`src/rtl/vga_box_renderer_if.sv`:
```
// Shape-position bus between the movement FSM (master) and the box renderer (slave).
// Position and size are sampled once per frame by the renderer; colours are used live.
interface vga_box_renderer_if;
    logic [9:0]  shapeX;
    logic [9:0]  shapeY;
    logic [9:0]  shapeSize;
    logic [11:0] fillColor;
    logic [11:0] borderColor;

    modport master (output shapeX, shapeY, shapeSize, fillColor, borderColor);
    modport slave  (input  shapeX, shapeY, shapeSize, fillColor, borderColor);
endinterface

```
`src/rtl/vga_box_renderer.sv`:
```
// VGA timing generator and single-box renderer: pixel-tick divider, raster counters,
// per-frame shape latch and one registered output stage shared by sync, RGB and counts.
module vga_box_renderer #(
    parameter int          CLK_DIV  = 4,
    parameter int          H_VIS    = 640,
    parameter int          H_FP     = 16,
    parameter int          H_SYNC   = 96,
    parameter int          H_BP     = 48,
    parameter int          V_VIS    = 480,
    parameter int          V_FP     = 10,
    parameter int          V_SYNC   = 2,
    parameter int          V_BP     = 33,
    parameter int          BORDER   = 2,
    parameter logic [11:0] BG_COLOR = 12'h000,
    parameter logic [9:0]  DEF_X    = 10'd290,
    parameter logic [9:0]  DEF_Y    = 10'd210,
    parameter logic [9:0]  DEF_SIZE = 10'd60
) (
    input  logic              iClk,
    input  logic              iRst,
    vga_box_renderer_if.slave shapeBus,
    output logic              oHS,
    output logic              oVS,
    output logic [3:0]        oRed,
    output logic [3:0]        oGreen,
    output logic [3:0]        oBlue,
    output logic [9:0]        oHCount,
    output logic [9:0]        oVCount,
    output logic              oFrameStart
);
    localparam int H_TOTAL = H_VIS + H_FP + H_SYNC + H_BP;
    localparam int V_TOTAL = V_VIS + V_FP + V_SYNC + V_BP;
    localparam int DIV_W   = (CLK_DIV > 1) ? $clog2(CLK_DIV) : 1;

    localparam logic [DIV_W-1:0] DIV_LAST = DIV_W'(CLK_DIV - 1);
    localparam logic [9:0]  H_LAST     = 10'(H_TOTAL - 1);
    localparam logic [9:0]  V_LAST     = 10'(V_TOTAL - 1);
    localparam logic [9:0]  H_VIS_END  = 10'(H_VIS);
    localparam logic [9:0]  V_VIS_END  = 10'(V_VIS);
    localparam logic [9:0]  H_SYNC_BEG = 10'(H_VIS + H_FP);
    localparam logic [9:0]  H_SYNC_END = 10'(H_VIS + H_FP + H_SYNC);
    localparam logic [9:0]  V_SYNC_BEG = 10'(V_VIS + V_FP);
    localparam logic [9:0]  V_SYNC_END = 10'(V_VIS + V_FP + V_SYNC);
    localparam logic [10:0] BORDER_W   = 11'(BORDER);

    function automatic logic [11:0] pickColor(
        input logic        visible,
        input logic        inBox,
        input logic        onBorder,
        input logic [11:0] fill,
        input logic [11:0] edgeColor
    );
        if (!visible)
            return 12'h000;
        else if (onBorder)
            return edgeColor;
        else if (inBox)
            return fill;
        else
            return BG_COLOR;
    endfunction

    logic [DIV_W-1:0] divCnt;
    logic             vld_p0;
    logic [9:0]       hCnt_p0;
    logic [9:0]       vCnt_p0;
    logic [9:0]       boxX;
    logic [9:0]       boxY;
    logic [9:0]       boxSize;

    logic [10:0]      h11, v11, xLo, xHi, yLo, yHi;
    logic             visible, inBox, onBorder;
    logic [11:0]      pixColor;

    logic             hs_p1, vs_p1, frameStart_p1;
    logic [11:0]      rgb_p1;
    logic [9:0]       hCount_p1, vCount_p1;

    assign vld_p0 = (divCnt == DIV_LAST);

    always_ff @(posedge iClk or posedge iRst) begin
        if (iRst)
            divCnt <= '0;
        else if (vld_p0)
            divCnt <= '0;
        else
            divCnt <= divCnt + DIV_W'(1);
    end

    // Stage p0: raster counters; the shape is latched on the last pixel of each frame.
    always_ff @(posedge iClk or posedge iRst) begin
        if (iRst) begin
            hCnt_p0 <= '0;
            vCnt_p0 <= '0;
            boxX    <= DEF_X;
            boxY    <= DEF_Y;
            boxSize <= DEF_SIZE;
        end else if (vld_p0) begin
            if (hCnt_p0 == H_LAST) begin
                hCnt_p0 <= '0;
                vCnt_p0 <= (vCnt_p0 == V_LAST) ? 10'd0 : vCnt_p0 + 10'd1;
            end else begin
                hCnt_p0 <= hCnt_p0 + 10'd1;
            end
            if (hCnt_p0 == H_LAST && vCnt_p0 == V_LAST) begin
                boxX    <= shapeBus.shapeX;
                boxY    <= shapeBus.shapeY;
                boxSize <= shapeBus.shapeSize;
            end
        end
    end

    // 11-bit edges so X+S never wraps back onto low columns/rows.
    assign h11      = {1'b0, hCnt_p0};
    assign v11      = {1'b0, vCnt_p0};
    assign xLo      = {1'b0, boxX};
    assign yLo      = {1'b0, boxY};
    assign xHi      = xLo + {1'b0, boxSize};
    assign yHi      = yLo + {1'b0, boxSize};
    assign visible  = (hCnt_p0 < H_VIS_END) && (vCnt_p0 < V_VIS_END);
    assign inBox    = (h11 >= xLo) && (h11 < xHi) && (v11 >= yLo) && (v11 < yHi);
    assign onBorder = inBox && ((h11 < xLo + BORDER_W) || (h11 >= xHi - BORDER_W) ||
                                (v11 < yLo + BORDER_W) || (v11 >= yHi - BORDER_W));
    assign pixColor = pickColor(visible, inBox, onBorder,
                                shapeBus.fillColor, shapeBus.borderColor);

    // Stage p1: every output registered from the same pre-increment counter values.
    always_ff @(posedge iClk or posedge iRst) begin
        if (iRst) begin
            hs_p1         <= 1'b1;
            vs_p1         <= 1'b1;
            rgb_p1        <= '0;
            hCount_p1     <= '0;
            vCount_p1     <= '0;
            frameStart_p1 <= 1'b0;
        end else begin
            frameStart_p1 <= vld_p0 && (hCnt_p0 == 10'd0) && (vCnt_p0 == 10'd0);
            if (vld_p0) begin
                hs_p1     <= !((hCnt_p0 >= H_SYNC_BEG) && (hCnt_p0 < H_SYNC_END));
                vs_p1     <= !((vCnt_p0 >= V_SYNC_BEG) && (vCnt_p0 < V_SYNC_END));
                rgb_p1    <= pixColor;
                hCount_p1 <= hCnt_p0;
                vCount_p1 <= vCnt_p0;
            end
        end
    end

    assign oHS         = hs_p1;
    assign oVS         = vs_p1;
    assign oRed        = rgb_p1[11:8];
    assign oGreen      = rgb_p1[7:4];
    assign oBlue       = rgb_p1[3:0];
    assign oHCount     = hCount_p1;
    assign oVCount     = vCount_p1;
    assign oFrameStart = frameStart_p1;
endmodule
```
`src/flat_wrapper.sv`:
```
// flat-port wrapper written by rule: the top's interface ports become plain ports
module vga_box_renderer_flat 
#(
    parameter int          CLK_DIV  = 4,
    parameter int          H_VIS    = 640,
    parameter int          H_FP     = 16,
    parameter int          H_SYNC   = 96,
    parameter int          H_BP     = 48,
    parameter int          V_VIS    = 480,
    parameter int          V_FP     = 10,
    parameter int          V_SYNC   = 2,
    parameter int          V_BP     = 33,
    parameter int          BORDER   = 2,
    parameter logic [11:0] BG_COLOR = 12'h000,
    parameter logic [9:0]  DEF_X    = 10'd290,
    parameter logic [9:0]  DEF_Y    = 10'd210,
    parameter logic [9:0]  DEF_SIZE = 10'd60
)
  (iClk, iRst, oHS, oVS, oRed, oGreen, oBlue, oHCount, oVCount, oFrameStart, shapeBus_shapeX, shapeBus_shapeY, shapeBus_shapeSize, shapeBus_fillColor, shapeBus_borderColor);
  vga_box_renderer_if shapeBus_i ();
  input  logic iClk;
  input  logic iRst;
  output logic oHS;
  output logic oVS;
  output logic [3:0] oRed;
  output logic [3:0] oGreen;
  output logic [3:0] oBlue;
  output logic [9:0] oHCount;
  output logic [9:0] oVCount;
  output logic oFrameStart;
  input wire logic [$bits(shapeBus_i.shapeX)-1:0] shapeBus_shapeX;
  input wire logic [$bits(shapeBus_i.shapeY)-1:0] shapeBus_shapeY;
  input wire logic [$bits(shapeBus_i.shapeSize)-1:0] shapeBus_shapeSize;
  input wire logic [$bits(shapeBus_i.fillColor)-1:0] shapeBus_fillColor;
  input wire logic [$bits(shapeBus_i.borderColor)-1:0] shapeBus_borderColor;
  assign shapeBus_i.shapeX = shapeBus_shapeX;
  assign shapeBus_i.shapeY = shapeBus_shapeY;
  assign shapeBus_i.shapeSize = shapeBus_shapeSize;
  assign shapeBus_i.fillColor = shapeBus_fillColor;
  assign shapeBus_i.borderColor = shapeBus_borderColor;
  vga_box_renderer #(.CLK_DIV(CLK_DIV), .H_VIS(H_VIS), .H_FP(H_FP), .H_SYNC(H_SYNC), .H_BP(H_BP), .V_VIS(V_VIS), .V_FP(V_FP), .V_SYNC(V_SYNC), .V_BP(V_BP), .BORDER(BORDER), .BG_COLOR(BG_COLOR), .DEF_X(DEF_X), .DEF_Y(DEF_Y), .DEF_SIZE(DEF_SIZE)) u_core (.iClk(iClk), .iRst(iRst), .shapeBus(shapeBus_i), .oHS(oHS), .oVS(oVS), .oRed(oRed), .oGreen(oGreen), .oBlue(oBlue), .oHCount(oHCount), .oVCount(oVCount), .oFrameStart(oFrameStart));
endmodule
```
`config.mk`:
```
export PLATFORM = sky130hd
export DESIGN_NAME = vga_box_renderer_flat
export DESIGN_NICKNAME = d
export VERILOG_FILES = /design/src/rtl/vga_box_renderer_if.sv /design/src/rtl/vga_box_renderer.sv /design/src/flat_wrapper.sv
export SDC_FILE = /design/constraint.sdc
export NUM_CORES = 1
export LEC_CHECK = 0
export ABC_AREA = 0
export CAP_MARGIN = 30
export CORE_MARGIN = 2
export CORE_UTILIZATION = 40
export DETAILED_ROUTE_END_ITERATION = 6
export SYNTH_ARGS = -nofsm -noshare
export SYNTH_HDL_FRONTEND = slang
export SYNTH_SLANG_ARGS = --single-unit
```
`constraint.sdc`:
```
create_clock -name iClk -period 5.1 [get_ports iClk]
set_input_delay 1.02 -clock iClk [delete_from_list [all_inputs] [get_ports iClk]]
set_output_delay 1.02 -clock iClk [all_outputs]
set_load 0.01 [all_outputs]
```
==> results of run 1 <==
[flip-flops by register name, summed over array words and instances, names as in the netlist]
name / count
u_core.hCnt_p0: 10
u_core.oFrameStart: 1
u_core.oVCount: 10
u_core.vCnt_p0: 10
u_core.boxSize: 10
u_core.oHCount: 10
u_core.oHS: 1
u_core.boxY: 10
u_core.rgb_p1: 12
u_core.divCnt: 2
u_core.oVS: 1
u_core.boxX: 10
[critical path: stages (launching register included)]
cell and delay, ns:
dfrtp_1 0.43, ha_1 0.25, fa_1 0.42, a211oi_2 0.36, nor4b_1 0.11, nor4_2 0.41
and4_1 0.33, and3_1 0.21, xor2_1 0.16, ha_1 0.25, o21a_1 0.10, o21a_1 0.16
o22ai_1 0.23, a311oi_1 0.12, nor4_4 0.33, and2_4 0.33, o221ai_1 0.17
[synth_stat cells, types with 4 or more instances]
| cell | number | share of area, % |
|---|---|---|
| a211oi_1 | 6 | 0.66 |
| a21o_1 | 16 | 1.8 |
| a21oi_1 | 25 | 1.8 |
| and3_1 | 5 | 0.46 |
| buf_1 | 4 | 0.22 |
| clkbuf_1 | 12 | 0.66 |
| dfrtp_1 | 74 | 27 |
| dfstp_2 | 13 | 5.0 |
| ha_1 | 104 | 19 |
| inv_1 | 51 | 2.8 |
| mux2_2 | 50 | 8.3 |
| nand2_1 | 38 | 2.1 |
| nand2b_1 | 7 | 0.64 |
| nand3_1 | 16 | 1.2 |
| nand4_1 | 21 | 1.9 |
| nand4b_1 | 4 | 0.51 |
| nor2_1 | 30 | 1.7 |
| nor2b_1 | 7 | 0.64 |
| nor3_1 | 13 | 0.95 |
| nor4_1 | 6 | 0.55 |
| o211ai_1 | 5 | 0.55 |
| o21a_1 | 10 | 1.1 |
| o21ai_0 | 24 | 1.8 |
| o21ai_1 | 4 | 0.29 |
| o21bai_1 | 5 | 0.55 |
| o221ai_2 | 10 | 2.2 |
| o31ai_1 | 4 | 0.44 |
| xnor2_1 | 34 | 4.4 |
| xor2_1 | 14 | 1.8 |
[through the flow]
step                      hold WS [ns]  cell area [sq um]  util (%)  power, mW
final                            0.451               8340      50.1       1.87
after global routing             0.481               8340      50.1       1.98
after CTS                        0.459               8340      50.1       1.90
after detailed placement         0.449               8000      48.1       1.14
after global placement           0.421               7980      47.9       1.12
after floorplan                  0.403               6820         -       1.01
[worst max path at each step]
stage	startpoint	end	depth (start not counted)
floorplan	u_core.boxSize[0]	u_core.rgb_p1[0]	17
global placement	u_core.boxSize[0]	u_core.rgb_p1[3]	16
detailed placement	u_core.boxSize[0]	u_core.rgb_p1[4]	16
CTS	u_core.boxSize[0]	u_core.rgb_p1[4]	16
global route	u_core.boxSize[0]	u_core.rgb_p1[4]	16
finish	u_core.boxSize[0]	u_core.rgb_p1[4]	16
[kinds of logic (layout without fill, tap and decap cells)]
logic type	count (synthesis)	after routing	synth area share, %
simple gates	170	170	13.6
xor+xnor	50	50	6.64
fa+ha+maj	107	107	19.8
compound gates	143	143	15.6
buf+inv	69	165	3.98
mux	50	50	8.25
flops	87	87	32.1
[power breakdown]
| group | total [mW] | leakage [nW] | switching (mW) | internal [mW] |
|---|---|---|---|---|
| Clock | 0.753 | 0.167 | 0.301 | 0.452 |
| Combinational | 0.395 | 2.49 | 0.205 | 0.190 |
| Sequential | 0.727 | 1.10 | 0.0209 | 0.706 |
[per-layer routing]
layer / global-route usage (%) / vias to the layer above
met5: 0 / -
met4: 4.74 / 0
met3: 3.23 / 16
met2: 35.9 / 83
met1: 24.0 / 2660
li1: - / 2673
[cell usage in the layout (no fill, tap or decap), types with 3 or more instances in the layout]
master	Yosys	routed
nor2_1	30	30
nor3_1	13	13
dfstp_2	13	13
xor2_1	14	14
o221ai_2	10	10
o211ai_1	5	5
xnor2_1	34	34
o2111ai_1	3	3
dfrtp_1	74	74
o21bai_1	5	5
mux2_2	50	50
o31ai_1	4	4
inv_1	51	50
nand4_1	21	21
nor4_1	6	6
a21o_1	16	16
and3_1	5	5
nand2_1	38	38
a21oi_1	25	25
a211o_1	3	3
or2_2	3	3
nand4b_1	4	4
nand2b_1	7	7
o21ai_0	24	24
o21ai_1	4	4
clkbuf_16	0	9
nor3b_1	3	3
ha_1	104	103
buf_4	0	7
nand3b_1	3	3
clkdlybuf4s50_1	0	90
nand3_1	16	16
nor2b_1	7	7
a211oi_1	6	6
o21a_1	10	10
[area by class of cell]
class | count | share of cell area, %
Inverter | 51 | 2.31
Timing Repair Buffer | 98 | 11.8
Multi-Input combinational cell | 520 | 52.3
Clock buffer | 10 | 2.86
Clock inverter | 6 | 1.20
Tap cell | 220 | 3.30
Sequential cell | 87 | 26.3
==> results.toml, run 1 <==
[timing]
fin_setup_tns_ns = 0
timing.final.ws_setup_ns = 0.578
min_period_ns = 4.52
rsz0062_at_grt = "no"
timing.final.crit_share_pct = 88.7
report.final.setup_viol = 0
hold_viol_final = 0
fmax_ghz = 0.221
slew-limit-headroom_pct = 61.5
worst_slew_pin_slew_ns = 0.577
slew_violations = 0
skew_ns = 0.00729

[logic_synthesis]
async_flop_share_pct = 100
synth-seq-area-share_pct = 32.1
synthFlopType = "dfrtp_1"
synth_fp_nets = 838
netlist_area_sq_mm = 0.00682
yosys_warnings = 0
ys_ff_latch = 87
syn_area_per_cell_sq_um = 10.1
synth_edf_count = 0
ys_types = 72
syn_inst = 676

[cts]
post_cts_buffers = 0
path_clk_slew_ns = 0.07
postCtsHoldBufs = 0
clock-sinks = 87
cts_inserted_buffers = 9
cts_tree = "done"
clock_path_buffers = 2
clockRootBuffer = "clkbuf_16"
cts_resized = 0
insertion_delay_ns = 0.35
htree_levels = 3

[grt]
grt_overflow = 0
grt.total_usage_pct = 19.6
grt_pass1_wl_mm = 28.2
grt_max_degree = 51
grt_pass1_vias = 5628
antenna_found_initial = 0

[min_path]
whs_path_depth = 1
hold_path.class = "reg -> reg"
hold_start = "u_core.divCnt[0]"
min_to = "u_core.divCnt[0]"

[pwr]
ir_drop_v = 0.000224
p_leak_nw = 3.75
powerDensity_mw_per_mm2 = 225

[route]
postRouteAntennaNets = 0
wl_met2_mm = 8.88
num_vias = 5432
wl_met3_um = 436
first_pass_iters = 4
vias_per_cell = 5.48
drc = 0
drt-met1-wl_mm = 7.65
highest_layer = "met4"
routed_wl_mm = 17.2
drt_iter0_drc = 291
wl_per_cell_um = 17.3

[floorplanning]
fp.dieH_um = 135
row_count = 47
die_w_um = 135
num_io_pins = 91
die_area_sq_mm = 0.0181
initial_core_util_pct = 41.0
core_area_sq_mm = 0.0166

[placed_design]
place_ws_ns = 0.563
dp.cells = 976
gp_congestion = 0.815
dp.final_hpwl_mm = 13.3
port-buffer-count = 90

[setup_path]
crit_required_ns = 5.30
critical_path_class = "reg -> reg"
worstSetupEndpointType = "flop"
rr_worst_depth = 16
reg2reg_slack_ns = 0.58
worst_ep_arrival_time_ns = 4.72
critPathLaunchType = "flop"
crit_fanout = 12
r2r-start = "u_core.boxSize[0]"
rr_endpoint = "u_core.rgb_p1[4]"

[cells_and_area]
final_cells = 992
nFillCells = 1544
synthToLayoutAreaGrowth_pct = 22.3
multiInputGateArea_sq_mm = 0.00436
regArea_sq_mm = 0.00219
final_net_count = 929
n_antenna_cell = 0
layout-drive-gt1-share_pct = 14.8

[status]
status = "finished clean"

[job]
maxCapViolCount = 0
Note: power is estimated with default switching activity, not from simulation.
==> run 2, diff against run 1 <==
Settings changed: SLEW_MARGIN set to 25.
==> run 2 against run 1 <==
- clock skew about the same
- wire length decreased by 1.0%
- non-clock buffer count unchanged
- register-to-register slack about the same
- critical path depth unchanged
- critical path type unchanged
- die area unchanged
- maximum frequency increased by 0.11%
- cell count unchanged
- via count increased by 0.41%
==> results.toml, run 2 (synthesized netlist as in run 1, its figures left out) <==
[grt]
grt.total_usage_pct = 19.5
grt_max_degree = 45
grt_pass1_vias = 5497
grt_pass1_wl_mm = 28.1
grt_overflow = 0
antenna_found_initial = 0

[setup_path]
crit_chain = "ha_1 -> fa_1 -> a211oi_2 -> nor4b_1 -> nor4_2 -> and4_1 -> and3_1 -> xor2_1 -> ha_1 -> o21a_1 -> o21a_1 -> o22ai_1 -> a311oi_1 -> nor4_4 -> and2_4 -> o221ai_1"
crit_fanout = 12
crit_required_ns = 5.30
worstSetupEndpointType = "flop"
crit_slowest_cell = "dfrtp_1"
critical_path_class = "reg -> reg"
worst_ep_arrival_time_ns = 4.72
slowest_delay_ns = 0.43
critPathLaunchType = "flop"

[timing]
slew-limit-headroom_pct = 62.7
report.final.setup_viol = 0
min_period_ns = 4.52
rsz0062_at_grt = "no"
timing.final.crit_share_pct = 88.6
fmax_ghz = 0.221
hold_viol_final = 0
slew_violations = 0
skew_ns = 0.00700
worst_slew_pin_slew_ns = 0.559
fin_setup_tns_ns = 0

[cells_and_area]
n_antenna_cell = 0
largest_register_ffs = 12
final_cell_mix = "ha_1, clkdlybuf4s50_1, dfrtp_1"
final_cells = 992
top_register = "u_core.rgb_p1"
synthToLayoutAreaGrowth_pct = 21.7
final_net_count = 929
layout-drive-gt1-share_pct = 14.6
final_common_cell = "ha_1"

[floorplanning]
die_area_sq_mm = 0.0181
initial_core_util_pct = 41.0
num_io_pins = 91
core_area_sq_mm = 0.0166
row_count = 47
fp.dieH_um = 135
die_w_um = 135

[pwr]
powerDensity_mw_per_mm2 = 218
p_leak_nw = 3.73
ir_drop_v = 0.000143

[placed_design]
gp_congestion = 0.815
dp.cells = 976
port-buffer-count = 90
dp.final_hpwl_mm = 13.2

[cts]
htree_levels = 3
cts_inserted_buffers = 9
path_clk_slew_ns = 0.07
clock-sinks = 87
clock_path_buffers = 2
post_cts_buffers = 0
insertion_delay_ns = 0.35
cts_resized = 0
cts_tree = "done"
postCtsHoldBufs = 0
clockRootBuffer = "clkbuf_16"

[route]
routed_wl_mm = 17.0
postRouteAntennaNets = 0
drc = 0
num_vias = 5454
vias_per_cell = 5.50
wl_per_cell_um = 17.1
drt_iter0_drc = 327
first_pass_iters = 4

[status]
status = "finished clean"

[job]
maxCapViolCount = 0

[min_path]
hold_path.class = "reg -> reg"
[run 2: cell type report]
cell class,instances,area (sq um)
Fill cell,1521,8340
Inverter,51,193
Tap cell,220,275
Multi-Input combinational cell,520,4360
Clock buffer,10,229
Timing Repair Buffer,98,973
Sequential cell,87,2190
Clock inverter,6,77.6
[run 2: final timing paths]
kind	end	slack (ns)	depth (start not counted)	from
worst min-delay path	u_core.divCnt[0]	0.46	1	u_core.divCnt[0]
worst min register to register	u_core.divCnt[0]	0.46	1	u_core.divCnt[0]
max in group asynchronous	u_core.boxY[7]	3.12	4	iRst
min in group asynchronous	u_core.oVCount[3]	0.96	2	iRst
worst max register to register	u_core.rgb_p1[4]	0.58	16	u_core.boxSize[0]
worst max-delay path	u_core.rgb_p1[4]	0.58	16	u_core.boxSize[0]
[run 2: layer usage]
metal / vias up / global-route usage, % / wire (um)
li1: 2682 / - / -
met1: 2678 / 24.8 / 7710
met2: 77 / 34.4 / 8610
met3: 17 / 2.44 / 411
met4: 0 / 6.26 / 266
met5: - / 0 / 0
[run 2: worst max-delay path, delay by kind of cell (launching register included)]
family	cells	cell delay [ns]
compound gates	6	1.12
xor+xnor	1	0.17
fa+ha+maj	3	0.93
flops	1	0.43
simple gates	6	1.71
[run 2: power by group]
| part | leakage (nW) | internal, mW | switching [mW] | total [mW] |
|---|---|---|---|---|
| clock | 0.147 | 0.390 | 0.300 | 0.689 |
| sequential | 1.10 | 0.706 | 0.0211 | 0.727 |
| combinational | 2.49 | 0.190 | 0.206 | 0.396 |
[run 2: through the flow]
step / setup WS [ns] / area [sq um] / util (%) / total power [mW] / hold WS [ns]
2_1_floorplan: 1.03 / 6820 / - / 1.01 / 0.403
3_3_place_gp: 0.724 / 7980 / 47.9 / 1.12 / 0.421
3_5_place_dp: 0.599 / 8000 / 48.0 / 1.14 / 0.451
4_1_cts: 0.581 / 8300 / 49.9 / 1.84 / 0.462
5_1_grt: 0.236 / 8300 / 49.9 / 1.92 / 0.481
6_report: 0.583 / 8300 / 49.9 / 1.81 / 0.458
